--- config.mk ---
export PLATFORM = sky130hd
export DESIGN_NAME = pipe_stall_ctrl
export DESIGN_NICKNAME = d
export VERILOG_FILES = /design/src/rtl/pipe_stall_ctrl_pkg.sv /design/src/rtl/pipe_stall_ctrl_mc_counter.sv /design/src/rtl/pipe_stall_ctrl.sv
export SDC_FILE = /design/constraint.sdc
export NUM_CORES = 1
export LEC_CHECK = 0
export ABC_AREA = 1
export BUFFER_PORTS_ARGS = -buffer_cell sky130_fd_sc_hd__buf_2
export CAP_MARGIN = 20
export CORE_ASPECT_RATIO = 1.25
export CORE_UTILIZATION = 35
export DETAILED_ROUTE_END_ITERATION = 12
export PLACE_DENSITY_LB_ADDON = 0.15
export SLEW_MARGIN = 0
export SYNTH_ARGS = -nofsm -noshare
export SYNTH_HDL_FRONTEND = slang
export SYNTH_SLANG_ARGS = --single-unit
--- constraint.sdc ---
create_clock -name clk -period 2.1 [get_ports clk]
set_input_delay 0.105 -clock clk [delete_from_list [all_inputs] [get_ports clk]]
set_output_delay 0.105 -clock clk [all_outputs]
set_load 0.03 [all_outputs]
--- src/rtl/pipe_stall_ctrl_pkg.sv ---
// Shared constants and types for the pipeline stall controller.
// Stall vectors are ordered [0]PC [1]IF [2]ID [3]EX [4]MEM [5]WB, 1 = hold.
package pipe_stall_ctrl_pkg;

    localparam int          CNT_W_DEF     = 6;
    localparam logic [31:0] EXC_ENTRY_DEF = 32'h0000_0020;
    localparam logic [31:0] ERET_CODE_DEF = 32'h0000_000e;

    localparam int STALL_W = 6;
    typedef logic [STALL_W-1:0] stall_bus_t;

    // Each encoding holds the requesting stage and everything upstream of it.
    localparam stall_bus_t STALL_NONE = 6'b000000;
    localparam stall_bus_t STALL_ID   = 6'b000111;
    localparam stall_bus_t STALL_EX   = 6'b001111;
    localparam stall_bus_t STALL_MEM  = 6'b011111;

    typedef enum logic {
        ST_IDLE = 1'b0,
        ST_MC   = 1'b1
    } mc_state_e;

    // Stall contributed by the single-cycle EX and ID hold requests alone.
    function automatic stall_bus_t req_stall(input logic ex_req, input logic id_req);
        stall_bus_t s;
        if (ex_req) begin
            s = STALL_EX;
        end else if (id_req) begin
            s = STALL_ID;
        end else begin
            s = STALL_NONE;
        end
        return s;
    endfunction

endpackage

--- src/rtl/pipe_stall_ctrl_mc_counter.sv ---
// Multi-cycle EX countdown counter: clear, load, decrement or hold.
// Clear wins over load, load wins over decrement; decrement saturates at zero.
module pipe_stall_ctrl_mc_counter
    import pipe_stall_ctrl_pkg::*;
#(
    parameter int CNT_W = CNT_W_DEF
) (
    input  logic             clk,
    input  logic             rst,
    input  logic             clr,
    input  logic             load,
    input  logic [CNT_W-1:0] load_val,
    input  logic             dec,
    output logic [CNT_W-1:0] cnt,
    output logic             zero
);

    // Counter register; holds its value whenever no control is asserted.
    always_ff @(posedge clk) begin
        if (rst || clr) begin
            cnt <= '0;
        end else if (load) begin
            cnt <= load_val;
        end else if (dec && (cnt != '0)) begin
            cnt <= cnt - CNT_W'(1);
        end
    end

    assign zero = (cnt == '0);

endmodule

--- src/rtl/pipe_stall_ctrl.sv ---
// Central pipeline controller for the 5-stage core: per-stage stall vector,
// multi-cycle EX sequencing, and exception / ERET flush with redirect PC.
// Outputs are combinational so they act on the stage registers this cycle.
//
// Handshake: mc_start is a single-cycle request from EX, honoured only in
// IDLE with no exception and no MEM stall; mc_done pulses for one cycle on
// the cycle the EX result is valid and the EX hold is released.
module pipe_stall_ctrl
    import pipe_stall_ctrl_pkg::*;
#(
    parameter logic [31:0] EXC_ENTRY = EXC_ENTRY_DEF,
    parameter logic [31:0] ERET_CODE = ERET_CODE_DEF,
    parameter int          CNT_W     = CNT_W_DEF
) (
    input  logic             clk,
    input  logic             rst,
    input  logic             stallreq_id,
    input  logic             stallreq_ex,
    input  logic             stallreq_mem,
    input  logic             mc_start,
    input  logic [CNT_W-1:0] mc_cycles,
    input  logic [31:0]      excepttype,
    input  logic [31:0]      cp0_epc,
    output logic [5:0]       stall,
    output logic             flush,
    output logic [31:0]      new_pc,
    output logic             mc_busy,
    output logic             mc_done
);

    // FSM state is kept as a named signal so checkers can bind to it.
    mc_state_e        state;
    mc_state_e        state_nx;

    logic             exc_hit;
    logic             mc_req;
    logic             cnt_clr;
    logic             cnt_load;
    logic             cnt_dec;
    logic [CNT_W-1:0] cnt;
    logic             cnt_zero;
    logic [CNT_W-1:0] cnt_load_val;

    assign exc_hit      = (excepttype != 32'h0);
    assign mc_req       = mc_start && (mc_cycles != '0);
    // First cycle of the op is the IDLE start cycle, so load N-1.
    assign cnt_load_val = mc_cycles - CNT_W'(1);

    pipe_stall_ctrl_mc_counter #(
        .CNT_W (CNT_W)
    ) u_mc_counter (
        .clk      (clk),
        .rst      (rst),
        .clr      (cnt_clr),
        .load     (cnt_load),
        .load_val (cnt_load_val),
        .dec      (cnt_dec),
        .cnt      (cnt),
        .zero     (cnt_zero)
    );

    // State register.
    always_ff @(posedge clk) begin
        if (rst) begin
            state <= ST_IDLE;
        end else begin
            state <= state_nx;
        end
    end

    // Next-state and counter control: exception aborts, MEM stall freezes.
    always_comb begin
        state_nx = state;
        cnt_clr  = 1'b0;
        cnt_load = 1'b0;
        cnt_dec  = 1'b0;
        if (exc_hit) begin
            state_nx = ST_IDLE;
            cnt_clr  = 1'b1;
        end else if (!stallreq_mem) begin
            case (state)
                ST_IDLE: begin
                    if (mc_req) begin
                        state_nx = ST_MC;
                        cnt_load = 1'b1;
                    end
                end
                ST_MC: begin
                    if (cnt_zero) begin
                        state_nx = ST_IDLE;
                    end else begin
                        cnt_dec = 1'b1;
                    end
                end
                default: begin
                    state_nx = ST_IDLE;
                    cnt_clr  = 1'b1;
                end
            endcase
        end
    end

    // Output decode in priority order: reset, exception, MEM, multi-cycle, EX/ID.
    always_comb begin
        stall   = STALL_NONE;
        flush   = 1'b0;
        new_pc  = 32'h0;
        mc_busy = 1'b0;
        mc_done = 1'b0;
        if (rst) begin
            stall = STALL_NONE;
        end else if (exc_hit) begin
            flush  = 1'b1;
            new_pc = (excepttype == ERET_CODE) ? cp0_epc : EXC_ENTRY;
        end else if (stallreq_mem) begin
            stall   = STALL_MEM;
            mc_busy = (state == ST_MC);
        end else begin
            case (state)
                ST_IDLE: begin
                    if (mc_req) begin
                        stall = STALL_EX;
                    end else begin
                        stall   = req_stall(stallreq_ex, stallreq_id);
                        // A zero-length op completes in its issue cycle.
                        mc_done = mc_start;
                    end
                end
                ST_MC: begin
                    mc_busy = 1'b1;
                    if (cnt_zero) begin
                        mc_done = 1'b1;
                        stall   = req_stall(stallreq_ex, stallreq_id);
                    end else begin
                        stall = STALL_EX;
                    end
                end
                default: begin
                    stall = STALL_NONE;
                end
            endcase
        end
    end

endmodule

# Yosys cells after proc, flatten, opt, wreduce, memory -nomap -nowiden
# Cells that the tools add are included.
# classes
n_eq_ne,1
n_addsub,2
muxes,34
reduce_logical,9
bitwise,1
# ops
op,count
32-bit two-way mux,3
6-bit two-way mux,6
32-bit by 4-bit equality test with 1-bit output (second input constant),1
32-bit nonzero test,1
1-bit two-way mux,19
6-bit one-hot mux with 2 select lines,1
6-bit nonzero test,2
6-bit by 1-bit subtractor with 6-bit output (second input constant),2
4-bit two-way mux,2
6-bit zero test,1
1-bit one-hot mux with 2 select lines,2
3-bit two-way mux,1
1-bit logical AND,2
2-bit nonzero test,1
2-bit OR reduction,1
1-bit logical OR,1
1-bit inverter,1
# totals
reg_bits,7
word_cells,49
output_inout_bits,41

# Depth between registers and ports, before layout
# logic_depth
ltp_word,8
depth_mapped,15
ltp_nobuf,15

# By module
# A second synthesis with hierarchy kept.
# hier_totals
cells_unflattened,231
area_unflattened_um2,1218.7
# modules_own_cells
module,area_each_um2,cells_each,instances
pipe_stall_ctrl,780.7,162,1
pipe_stall_ctrl_mc_counter,437.9,69,1

# Least setup slack after synthesis
# OpenSTA, ideal clock, no wires.
# synth_timing
kind,input-to-output
from,input excepttype[31]
to,output new_pc[11]
required_ps,1995
setup_slack_ps,-1
path_stages,9
arrival_ps,1996
path_cell_list,nor2_1 > nand2_1 > nor2_2 > nand2_2 > nor2_8 > nor2_1 > inv_2 > buf_2 > nor3b_1
# synth_between
elab_chain_len,4
elab_cells_between_ends,5
cone_classes,1 x eq/ne; 3 x mux; 1 x reduce/logical
# synth_lines
element,line_no,rtl
"start, declared",pipe_stall_ctrl.sv:22,"input logic [31:0] excepttype,"
32-bit by 4-bit equality test with 1-bit output,pipe_stall_ctrl.sv:114,new_pc = (excepttype == ERET_CODE) ? cp0_epc : EXC_ENTRY;
32-bit two-way mux,pipe_stall_ctrl.sv:114,
32-bit two-way mux (*),pipe_stall_ctrl.sv:112,end else if (exc_hit) begin
32-bit two-way mux (*),pipe_stall_ctrl.sv:110,if (rst) begin
"end, declared",pipe_stall_ctrl.sv:26,"output logic [31:0] new_pc,"
# Mark *: on every way between the ends. The rest lies on a longest branch, timed or not.

# Worst setup path in the final report
# layout_timing
from,register state
to,register u_mc_counter.cnt[2]
# layout_between
elab_chain_len,5
elab_cells_between_ends,9
cone_classes,7 x mux; 2 x reduce/logical
# layout_lines
element,line_no,rtl
"start, declared",pipe_stall_ctrl.sv:32,mc_state_e state;
"start signal, assigned",pipe_stall_ctrl.sv:67,state <= state_nx;
1-bit two-way mux,pipe_stall_ctrl.sv:81,case (state)
1-bit two-way mux,pipe_stall_ctrl.sv:80,end else if (!stallreq_mem) begin
1-bit two-way mux,pipe_stall_ctrl.sv:77,if (exc_hit) begin
1-bit logical AND,pipe_stall_ctrl_mc_counter.sv:24,end else if (dec && (cnt != '0)) begin
2-bit nonzero test (no line),n/a,
"end signal, assigned",pipe_stall_ctrl_mc_counter.sv:23,cnt <= load_val;
"end signal, assigned",pipe_stall_ctrl_mc_counter.sv:25,cnt <= cnt - CNT_W'(1);
"end, declared",pipe_stall_ctrl_mc_counter.sv:14,"output logic [CNT_W-1:0] cnt,"
# Several ways; a longest one is shown, not always the timed one.
# A chain may end at the register's enable or synchronous reset.

==> results.cfg <==
[die]
coreArea_um2 = 2970
rows = 22
design.die.area_um2 = 3390
die_w_um = 52.3
io_pins = 117
start_util_pct = 37.2
die_h_um = 64.9

[power_and_ir_drop]
powerDensity_nw_per_um2 = 224
p_total_mw = 0.387
ir_drop_v = 0.000207
leakagePower_nw = 1.02

[layout]
layout.cells.non_filler = 330
final_core_util_pct = 58.1
drive_gt1_share_pct = 49.3
nets = 372
antenna_cells = 0
register_area_um2 = 140
area_delta_synth_final_pct = 55.9
multiInputGateArea_um2 = 838
fin_area_um2 = 1730
nFillCells = 310

[worst_setup_path]
path_depth = 11
startpoint_type = flip-flop
end_kind = flip-flop
required_ns = 2.32
critical-path-top-delay-family = simple AND/OR/NAND/NOR gates
critPathSlowestCell = dfxtp_1
crit_chain = inv_1, nand3_2, nor2_4, nand2_4, nand2_1, o21ai_4, ha_1, or2_0, nand3_1, o211ai_2, inv_2
path_max_fanout = 10
worstRegToRegCells = 11
cp.arrival_ns = 2.03
max_stage_delay_ns = 0.35
path_class = reg -> reg
critPathBufInv = 2

[timing]
fmax_ghz = 0.552
post-route-period-util_pct = 86.2
slew_viol_final = 0
period_needed_ns = 1.81
hold_slack_ns = 0.265
fin_skew_ns = 0.00235
setup_violations = 0
setup_tns_ns = 0
setup_ws_ns = 0.290
rsz0062_at_grt = no
hold_viol_final = 0

[synth]
synthCells = 181
synth-seq-area-share_pct = 12.7
synth_cell_types = 32
synth-seq-cells = 7
syn-cell-area_um2 = 1110
synth_area_per_cell_um2 = 6.12
yosys_warnings = 0
synth_nets = 258

[grt]
antenna_found_initial = 0
use_met1_pct = 28.0
grt_pass1_wl_um = 5750
first_global_vias = 1352
top_usage_layer = met2
grt_use_total_pct = 22.3
grt_max_degree = 33
grt_overflow = 0
met3_usage_pct = 3.76
use_met2_pct = 37.0

[clocking]
clock_path_buffers = 2
clockRootBuffer = clkbuf_4
cts_buffers = 3
clkTransAtPathRegs_ns = 0.05
postCtsHoldBufs = 0
cts_tree = built
post_cts_buffers = 0
cts.sinks = 7
cts_resized = 0
clock_latency_ns = 0.27
htreeDepth = 1

[drt]
postRouteAntennaNets = 0
drt_wl_total_um = 3720
dr.pass1.iters = 4
drt-vias-per-instance = 4.71
drcViolationCount = 0
dr_total_vias = 1555
drt-initial-drc-count = 29
wl_per_cell_um = 11.3

[placed_design]
place.gp.congestion = 0.854
place_area_um2 = 1700
numPortBuffers = 115
hpwlAfterDp_um = 3180
dpl.cell_count = 326
post-place-ws_ns = 0.211

[min_path]
hold_depth = 5
hp-class = in -> reg

[job]
maxCapViolations = 0

[outcome]
status = finished clean
[synth_stat cells]
master      n  area [um^2]
nor3b_1    31          233
inv_1      18         67.6
nand3_1     8         40.0
nor2_1     33          124
conb_1      1         3.75
ha_1        1         12.5
nand4_1     2         12.5
nand2_1    30          113
buf_2       1         5.00
inv_2       5         18.8
a21o_1      1         7.51
buf_4       3         22.5
or2_0       1         6.26
o21ai_1     3         15.0
a41oi_2     1         16.3
o21ai_0     4         20.0
o211ai_2    1         12.5
nor2_8      1         20.0
a221oi_1    1         8.76
nand3b_1    3         22.5
nor2_2      2         12.5
a2111oi_2   1         15.0
o21ai_4     1         16.3
nor2_4      2         22.5
nand3_2     2         20.0
clkbuf_1    4         15.0
dfxtp_1     7          140
nor3_1      1         5.00
nand2_2     8         50.1
a21oi_1     2         10.0
nand2_4     1         11.3
o221ai_1    1         8.76
[logic make-up after synthesis]
logic type	count (synthesis)	share of synthesized area (%)
other	1	0.339
flip-flops	7	12.7
AO/OA/AOI/OAI	16	11.8
AND/OR/NAND/NOR	125	62.5
buffers and inverters	31	11.6
adder cells (fa/ha/maj)	1	1.13
[worst min-delay path, stage by stage]
cell	delay (ns)
buf_2	0.14
inv_1	0.09
nor2_1	0.07
nand2_1	0.05
nand2_1	0.04
[state kept, by name, indices dropped and copies added (netlist names)]
signal,flops
u_mc_counter.cnt,6
state,1
[report_power, final]
part | internal (mW) | switching (mW)
Clock | 0.0731 | 0.0590
Sequential | 0.133 | 0.00000000000979
Combinational | 0.0687 | 0.0535
[per-layer routing]
| layer | up-vias | routed length, um |
|---|---|---|
| li1 | 815 | - |
| met1 | 655 | 1540 |
| met2 | 80 | 1760 |
| met3 | 5 | 358 |
| met4 | 0 | 53 |
| met5 | - | 0 |
[placed cells by master, fill, tap and decap left out, types with 2 or more instances in the layout]
| cell type | synthesis | final |
|---|---|---|
| o21ai_0 | 4 | 4 |
| nand2_2 | 8 | 8 |
| buf_4 | 3 | 2 |
| nand3_1 | 8 | 8 |
| inv_1 | 18 | 18 |
| buf_2 | 1 | 115 |
| nand4_1 | 2 | 2 |
| nand2_1 | 30 | 30 |
| nor2_2 | 2 | 2 |
| nand3_2 | 2 | 2 |
| nor2_4 | 2 | 2 |
| nand3b_1 | 3 | 3 |
| a21oi_1 | 2 | 2 |
| dfxtp_1 | 7 | 7 |
| nor3b_1 | 31 | 31 |
| nor2_1 | 33 | 33 |
| inv_2 | 5 | 5 |
| o21ai_1 | 3 | 3 |
| clkbuf_4 | 0 | 3 |
[path summary, 6_finish.rpt]
path	from	to	slack (ns)
max	state	u_mc_counter.cnt[2]	0.29
min	stallreq_mem	state	0.27
max reg2reg	state	u_mc_counter.cnt[2]	0.29
min reg2reg	u_mc_counter.cnt[2]	u_mc_counter.cnt[2]	0.50
[final cells by class]
cell class / instances / area share, %
inverter: 23 / 5.00
tap: 36 / 2.61
timing repair buffer: 117 / 34.2
clock buffer: 4 / 1.52
multi-input combinational: 143 / 48.6
sequential: 7 / 8.12
(Power assumes the default switching activity.)
